==> src/rtl/eval_run_ctrl.sv <==
// rtl/eval_run_ctrl.sv - evaluator run sequencer with output word FIFO
// Resets the evaluator, runs it under a cycle budget, and queues its output words for a sink.
module eval_run_ctrl #(
  parameter int DEPTH      = 16,
  parameter int RST_CYCLES = 2
) (
  input  logic        clk,
  input  logic        reset,
  input  logic        start,
  input  logic [31:0] cycle_limit,
  output logic        eval_rst_n,
  input  logic        eval_valid,
  input  logic [31:0] eval_data,
  input  logic        eval_halt,
  output logic        out_valid,
  output logic [31:0] out_data,
  input  logic        out_ready,
  output logic        busy,
  output logic        done,
  output logic        timeout,
  output logic        overflow,
  output logic [31:0] cycle_count
);

  localparam int AW = $clog2(DEPTH);
  localparam logic [AW:0]   CNT_FULL = (AW + 1)'(DEPTH);
  localparam logic [AW:0]   CNT_ONE  = (AW + 1)'(1);
  localparam logic [AW-1:0] PTR_ONE  = AW'(1);
  localparam logic [31:0]   RST_LAST = 32'(RST_CYCLES - 1);

  typedef enum logic [2:0] {
    S_IDLE,
    S_RST,
    S_RUN,
    S_DRAIN,
    S_DONE
  } state_t;

  state_t      r_state;
  state_t      w_state_nxt;
  logic [31:0] r_rst_cnt;
  logic [31:0] r_limit;
  logic [31:0] r_cycle_count;
  logic        r_timeout;
  logic        r_overflow;

  logic [31:0] r_mem [DEPTH];
  logic [AW-1:0] r_wptr;
  logic [AW-1:0] r_rptr;
  logic [AW:0]   r_count;

  logic        w_start_acc;
  logic        w_set_timeout;
  logic        w_run;
  logic        w_full;
  logic        w_empty;
  logic        w_pop;
  logic        w_push;
  logic        w_drop;
  logic [31:0] w_cc_inc;

  assign w_run    = (r_state == S_RUN);
  assign w_empty  = (r_count == '0);
  assign w_full   = (r_count == CNT_FULL);
  assign w_pop    = !w_empty && out_ready;
  // A pop on the same edge frees a slot, so a full FIFO can still accept.
  assign w_push   = w_run && eval_valid && (!w_full || w_pop);
  assign w_drop   = w_run && eval_valid && w_full && !w_pop;
  assign w_cc_inc = (r_cycle_count == 32'hFFFF_FFFF) ? r_cycle_count : r_cycle_count + 32'd1;

  always_comb begin
    w_state_nxt   = r_state;
    w_start_acc   = 1'b0;
    w_set_timeout = 1'b0;
    case (r_state)
      S_IDLE, S_DONE: begin
        if (start) begin
          w_start_acc = 1'b1;
          w_state_nxt = S_RST;
        end
      end
      S_RST: begin
        if (r_rst_cnt == RST_LAST) w_state_nxt = S_RUN;
      end
      S_RUN: begin
        // Halt beats the budget when both land on the same cycle.
        if (eval_halt) begin
          w_state_nxt = S_DRAIN;
        end else if (r_limit != 32'd0 && w_cc_inc == r_limit) begin
          w_set_timeout = 1'b1;
          w_state_nxt   = S_DRAIN;
        end
      end
      S_DRAIN: begin
        if (w_empty) w_state_nxt = S_DONE;
      end
      default: w_state_nxt = S_IDLE;
    endcase
  end

  always_ff @(posedge clk) begin
    if (reset) begin
      r_state <= S_IDLE;
    end else begin
      r_state <= w_state_nxt;
    end
  end

  always_ff @(posedge clk) begin
    if (reset || w_start_acc) begin
      r_rst_cnt <= 32'd0;
    end else if (r_state == S_RST) begin
      r_rst_cnt <= r_rst_cnt + 32'd1;
    end
  end

  always_ff @(posedge clk) begin
    if (reset) begin
      r_limit       <= 32'd0;
      r_cycle_count <= 32'd0;
      r_timeout     <= 1'b0;
      r_overflow    <= 1'b0;
    end else if (w_start_acc) begin
      r_limit       <= cycle_limit;
      r_cycle_count <= 32'd0;
      r_timeout     <= 1'b0;
      r_overflow    <= 1'b0;
    end else begin
      if (w_run) r_cycle_count <= w_cc_inc;
      if (w_set_timeout) r_timeout <= 1'b1;
      if (w_drop) r_overflow <= 1'b1;
    end
  end

  always_ff @(posedge clk) begin
    if (reset || w_start_acc) begin
      r_wptr  <= '0;
      r_rptr  <= '0;
      r_count <= '0;
    end else begin
      if (w_push) r_wptr <= r_wptr + PTR_ONE;
      if (w_pop) r_rptr <= r_rptr + PTR_ONE;
      case ({w_push, w_pop})
        2'b10:   r_count <= r_count + CNT_ONE;
        2'b01:   r_count <= r_count - CNT_ONE;
        default: r_count <= r_count;
      endcase
    end
  end

  always_ff @(posedge clk) begin
    if (!reset && w_push) r_mem[r_wptr] <= eval_data;
  end

  assign eval_rst_n  = w_run;
  assign out_valid   = !w_empty;
  assign out_data    = r_mem[r_rptr];
  assign busy        = (r_state == S_RST) || (r_state == S_RUN) || (r_state == S_DRAIN);
  assign done        = (r_state == S_DONE);
  assign timeout     = r_timeout;
  assign overflow    = r_overflow;
  assign cycle_count = r_cycle_count;

endmodule

==> config.mk <==
export PLATFORM = sky130hd
export DESIGN_NAME = eval_run_ctrl
export DESIGN_NICKNAME = d
export VERILOG_FILES = /design/src/rtl/eval_run_ctrl.sv
export SDC_FILE = /design/constraint.sdc
export NUM_CORES = 1
export LEC_CHECK = 0
export CORE_AREA = 2 2 243 245
export CTS_CLUSTER_DIAMETER = 80
export DETAILED_ROUTE_END_ITERATION = 16
export DIE_AREA = 0 0 245 247
export PLACE_DENSITY = 0.65
export SYNTH_ARGS = -nofsm -noshare
export SYNTH_HDL_FRONTEND = slang
export SYNTH_SLANG_ARGS = --single-unit
==> constraint.sdc <==
create_clock -name clk -period 10.45 [get_ports clk]
set_input_delay 1.045 -clock clk [delete_from_list [all_inputs] [get_ports clk]]
set_output_delay 1.045 -clock clk [all_outputs]
set_load 0.01 [all_outputs]
## Yosys cells after proc, flatten, opt, wreduce, memory -nomap -nowiden

Memory sizes are Yosys's and may differ from the RTL's. A register that Yosys moved wholly into a read port is not among the register bits.
Cells that the tools add are included.

| cells by class | value |
|---|---|
| add/subtract/negate cells | 6 |
| multiply operators | 0 |
| div/mod/pow operators | 0 |
| magnitude comparators | 0 |
| equality and inequality tests | 14 |
| shifts and indexed selects | 0 |
| mux-type cells | 17 |
| bitwise logic cells | 0 |
| reductions and logical operators | 22 |

Operators with widths:

| operator | count |
|---|---|
| $add 32x1->32 const B | 2 |
| $eq 32x1->1 const B | 1 |
| $eq 32x32->1 | 1 |
| $eq 32x32->1 const B | 1 |
| $mux 32 | 1 |
| $reduce_bool 32->1 | 1 |
| $mux 3 | 5 |
| $pmux 3 s4 | 1 |
| $pmux 5 s2 | 1 |
| $add 4x1->4 const B | 2 |
| $mux 4 | 2 |
| $logic_and 1x1->1 | 7 |
| $mux 1 | 7 |
| $eq 3x2->1 const B | 2 |
| $ne 2x2->1 const B | 3 |
| $add 5x1->5 const B | 1 |
| $eq 5x5->1 const B | 1 |
| $logic_not 5->1 | 1 |
| $sub 5x1->5 const B | 1 |
| $logic_not 1->1 | 4 |
| $logic_or 1x1->1 | 4 |
| $reduce_and 4->1 | 1 |
| $reduce_or 2->1 | 2 |
| $eq 3x1->1 const B | 1 |
| 6 further kinds | 6 |

| storage, ports and cells | value |
|---|---|
| register bits | 114 |
| latch bits | 0 |
| RAM bits | 512 |
| memory bits (read-only) | 0 |
| output and inout port bits | 70 |
| word-level logic and storage cells | 69 |
| memories kept | 1 |

Memories:

| name | words | bits a word | rd ports | clocked after Yosys merged registers in | write ports | line | source |
|---|---|---|---|---|---|---|---|
| r_mem | 16 | 32 | 1 | 1 | 1 | 47 | `logic [31:0] r_mem [DEPTH];` |

## Longest topological paths before layout

| depth | value |
|---|---|
| depth after elaboration | 8 |
| gate-level depth with buffers | 13 |

## Worst setup path before layout

No wires, ideal clock.

| timing | value |
|---|---|
| path kind | reg-to-reg |
| start | register r_state[1] |
| end | memory r_mem[0][0], enable pin |
| setup time | 0.461 ns |
| arrival | 4.187 ns |
| data required time | 9.989 ns |
| path slack | 5.802 ns |
| stages on the path, launching flop included | 11 |
| path buffers | 3 |
| cell sequence | dfxtp_1 -> clkbuf_1 -> nand2b_1 -> or2_2 -> clkbuf_1 -> inv_2 -> and3_1 -> clkbuf_1 -> nor2b_1 -> nand2_1 -> nor3_1 |

| on the way | value |
|---|---|
| cells in the longest elaborated chain, start to end | 6 |

RTL lines:

| element | line | source |
|---|---|---|
| start, declared | 39 | `state_t r_state;` |
| start signal, assigned | 105 | `r_state <= w_state_nxt;` |
| $eq 3x2->1 | 62 | `assign w_run = (r_state == S_RUN);` |
| net eval_rst_n | 11 | `output logic eval_rst_n,` |
| $logic_and 1x1->1 (2 in series) | 67 | `assign w_push = w_run && eval_valid && (!w_full \|\| w_pop);` |
| $logic_and 1x1->1 | 152 | `if (!reset && w_push) r_mem[r_wptr] <= eval_data;` |
| $mux 1 | 152 |  |
| $mux 1 (not written as such) | 152 |  |
| end, declared | 47 |  |

The timed path passes the listed nets, and every way through them passes these cells.

==> run_results.csv <==
group,metric,value,unit
yosys,synth_edf_count,512,
timing,hold_violations,0,
power,power_density,193,nW/um2
clocking,cts.repair.resized,0,
routing,wire_per_inst,23.2,um
clocking,cts_hold_buf,0,
routing,vias_per_cell,5.68,
outcome,status,"finished, final reports clean",
die,dieArea,60500,um2
routing,drtPass1Iterations,6,
timing,rsz0062_at_grt,"false",
flow_run,cap_violations,0,
clocking,clock_path_buffers,3,
layout,ff_latch_area,17700,um2
layout,multi_input_area,7800,um2
global_routing,grt_pass1_vias,14800,
worst_hold_path,min_to,"timeout",
power,p_leak,9.42,nW
routing,drc,0,
yosys,async_reset_ff_frac,0,
layout,post-route-util,0.520,
die,core_area,58200,um2
layout,fill_cells,4695,
timing,finClkSkew,0.0325,ns
clocking,post_cts_buffers,0,
timing,drv_slew,0,
layout,drive_gt1_frac,0.183,
timing,fmax,0.198,GHz
die,die_w,245,um
timing,fin_crit_sh,0.484,
clocking,cts_buffers,67,
yosys,synthTopCellsByArea,"edfxtp_1 60%, mux4_2 14%, dfxtp_1 9.1%, nand2_1 1.8%, nor2_1 1.7%",
power,ir_worst_vdd,0.149,mV
routing,routed-via-count,14400,
layout,nNetsFinal,1796,
global_routing,grt_start_max_net_pins,78,
place,placed_cell_area,28200,um2
die,num_rows,89,
yosys,syn-num-nets,1648,
yosys,syn_area,25800,um2
worst_hold_path,hold_depth,2,
yosys,yosysWarningCount,0,
setup_path,rr_worst_depth,8,
setup_path,rr_startpoint,"r_state[1]",
yosys,yosys_register_bits,630,
yosys,synth_ff_type,"edfxtp_1",
yosys,synth_area_per_cell,16.5,um2
global_routing,grt_overflow,0,
setup_path,r2r_slack,6.62,ns
timing,fin_tns_setup,0,ns
timing,min_period,5.05,ns
clocking,htreeDepth,3,
worst_hold_path,min_path_type,"reg -> reg",
place,io_buffer_count,139,
yosys,synth_cell_types,75,
yosys,yosys.area.top_type,"edfxtp_1",
place,globalplace.congestion,0.878,
clocking,cts.clk_slew.worst_paths,0.06,ns
setup_path,r2r-end,"r_mem[6][14]",
layout,syn_to_final_growth,17.1,%
global_routing,grt_pass1_wl,89400,um
layout,final_area,30300,um2
routing,first_iter_violations,1198,
timing,slew_headroom,0.217,
yosys,synth_top_area_frac,0.595,
yosys,synth_most_common_cell,"edfxtp_1",
timing,worst_pin_slew,1.18,ns
die,initial_core_util,0.444,
routing,ant_nets,0,
routing,drt_wl_total,59000,um
setup_path,cp.required,9.41,ns
place,dpl.hpwl,33300,um
timing,setup_violations,0,
worst_hold_path,min-delay-start,"timeout",
global_routing,grt_antenna_before_repair,2,
setup_path,start_kind,"register",
clocking,cts_tree,"yes",
clocking,ctsRootBufferMaster,"clkbuf_16",
setup_path,cp.arrival,4.01,ns
global_routing,track_usage,0.197,
layout,diodes,0,
clocking,clock_latency,0.60,ns
yosys,ys_seq_area_frac,0.687,
die,top_level_ports,140,
clocking,cts_num_sinks,630,
yosys,synth_common_cells,"512 x edfxtp_1, 160 x mux4_2, 123 x nand2_1, 120 x nor2_1, 118 x dfxtp_1",
die,die_y,247,um
setup_path,crit_fanout,44,
setup_path,worstSetupEndpointType,"output pin",
setup_path,critical_path_class,"reg -> out",
yosys,synthCells,1566,
-- layout make-up --
cell class	count	share of cell area
multi-input combinational	836	0.258
clock buffer	84	0.0585
sequential	630	0.587
clock inverter	35	0.0111
tap	773	0.0320
timing repair buffer	164	0.0522
inverter	15	0.00186
-- logic make-up after synthesis --
family,Yosys count,synth area share
buffers and inverters,100,0.0158
multiplexers,165,0.142
XOR/XNOR,98,0.0332
flip-flops,630,0.687
adder cells (fa/ha/maj),12,0.00610
AND/OR/NAND/NOR,442,0.0874
AO/OA/AOI/OAI,119,0.0293
-- state kept, by name, summed over array words and instances, names as in the netlist, 3 cells and up, named ones only --
signal       cells
r_state          3
r_rst_cnt       32
r_rptr           4
r_count          5
cycle_count     32
r_limit         32
r_mem          512
r_wptr           4
-- layer usage --
layer	vias up	GRT usage	part of all wire
li1	6465	-	-
met1	7358	0.266	0.43
met2	477	0.324	0.49
met3	105	0.0331	0.057
met4	4	0.0681	0.024
met5	-	0	0.00051
-- report_power, final --
| group | internal (W) | switching (W) | total [W] |
|---|---|---|---|
| registers | 0.00275 | 0.0000782 | 0.00283 |
| clock network | 0.00133 | 0.000953 | 0.00228 |
| logic | 0.000373 | 0.000362 | 0.000735 |
-- cell usage in the layout (no fill, tap or decap), drive strengths merged, types with 3 or more instances in the layout --
cell,Yosys,layout
a21o,3,3
a21oi,56,56
a22oi,4,4
and3,12,12
and4,14,14
buf,32,25
bufinv,0,5
clkbuf,53,84
clkdlybuf4s50,0,139
clkinv,0,26
dfxtp,118,118
edfxtp,512,512
ha,11,11
inv,15,18
mux2i,3,3
mux4,160,160
nand2,124,124
nand2b,9,9
nand3,30,30
nand4,39,39
nor2,120,120
nor2b,12,12
nor3,22,22
nor4,32,32
nor4b,3,3
o211ai,3,3
o21ai,15,15
o22ai,7,7
o32ai,3,3
or2,4,4
or3,12,12
or4,4,4
xnor2,50,50
xor2,48,48
-- worst max-delay path by stage --
stage,end,startpoint,slack [ns]
global placement,out_data[5],register,5.85
finish,out_data[2],register,5.40
floorplan,r_mem[0][0],r_state[1],5.80
global route,out_data[5],register,5.02
detailed placement,out_data[5],register,5.85
CTS,out_data[5],register,5.18
-- stage by stage --
| stage | hold slack [ns] | instances | worst slack, ns | power, W |
|---|---|---|---|---|
| after detailed placement | 0.458 | 2418 | 5.85 | 0.00363 |
| after CTS | 0.473 | 2537 | 5.18 | 0.00592 |
| after global placement | 0.456 | 2418 | 5.85 | 0.00362 |
| after global routing | 0.503 | 2537 | 5.02 | 0.00608 |
| final | 0.475 | 2537 | 5.40 | 0.00585 |
| after floorplan | 0.457 | 1566 | 5.80 | 0.00338 |
-- worst max-delay path, stage by stage, from the launching register on --
cell             delay, ns
dfxtp_4               0.91
buf_4                 0.82
mux4_2                0.60
mux4_2                0.47
clkdlybuf4s50_1       0.57
Note: power is estimated with default switching activity, not from simulation.
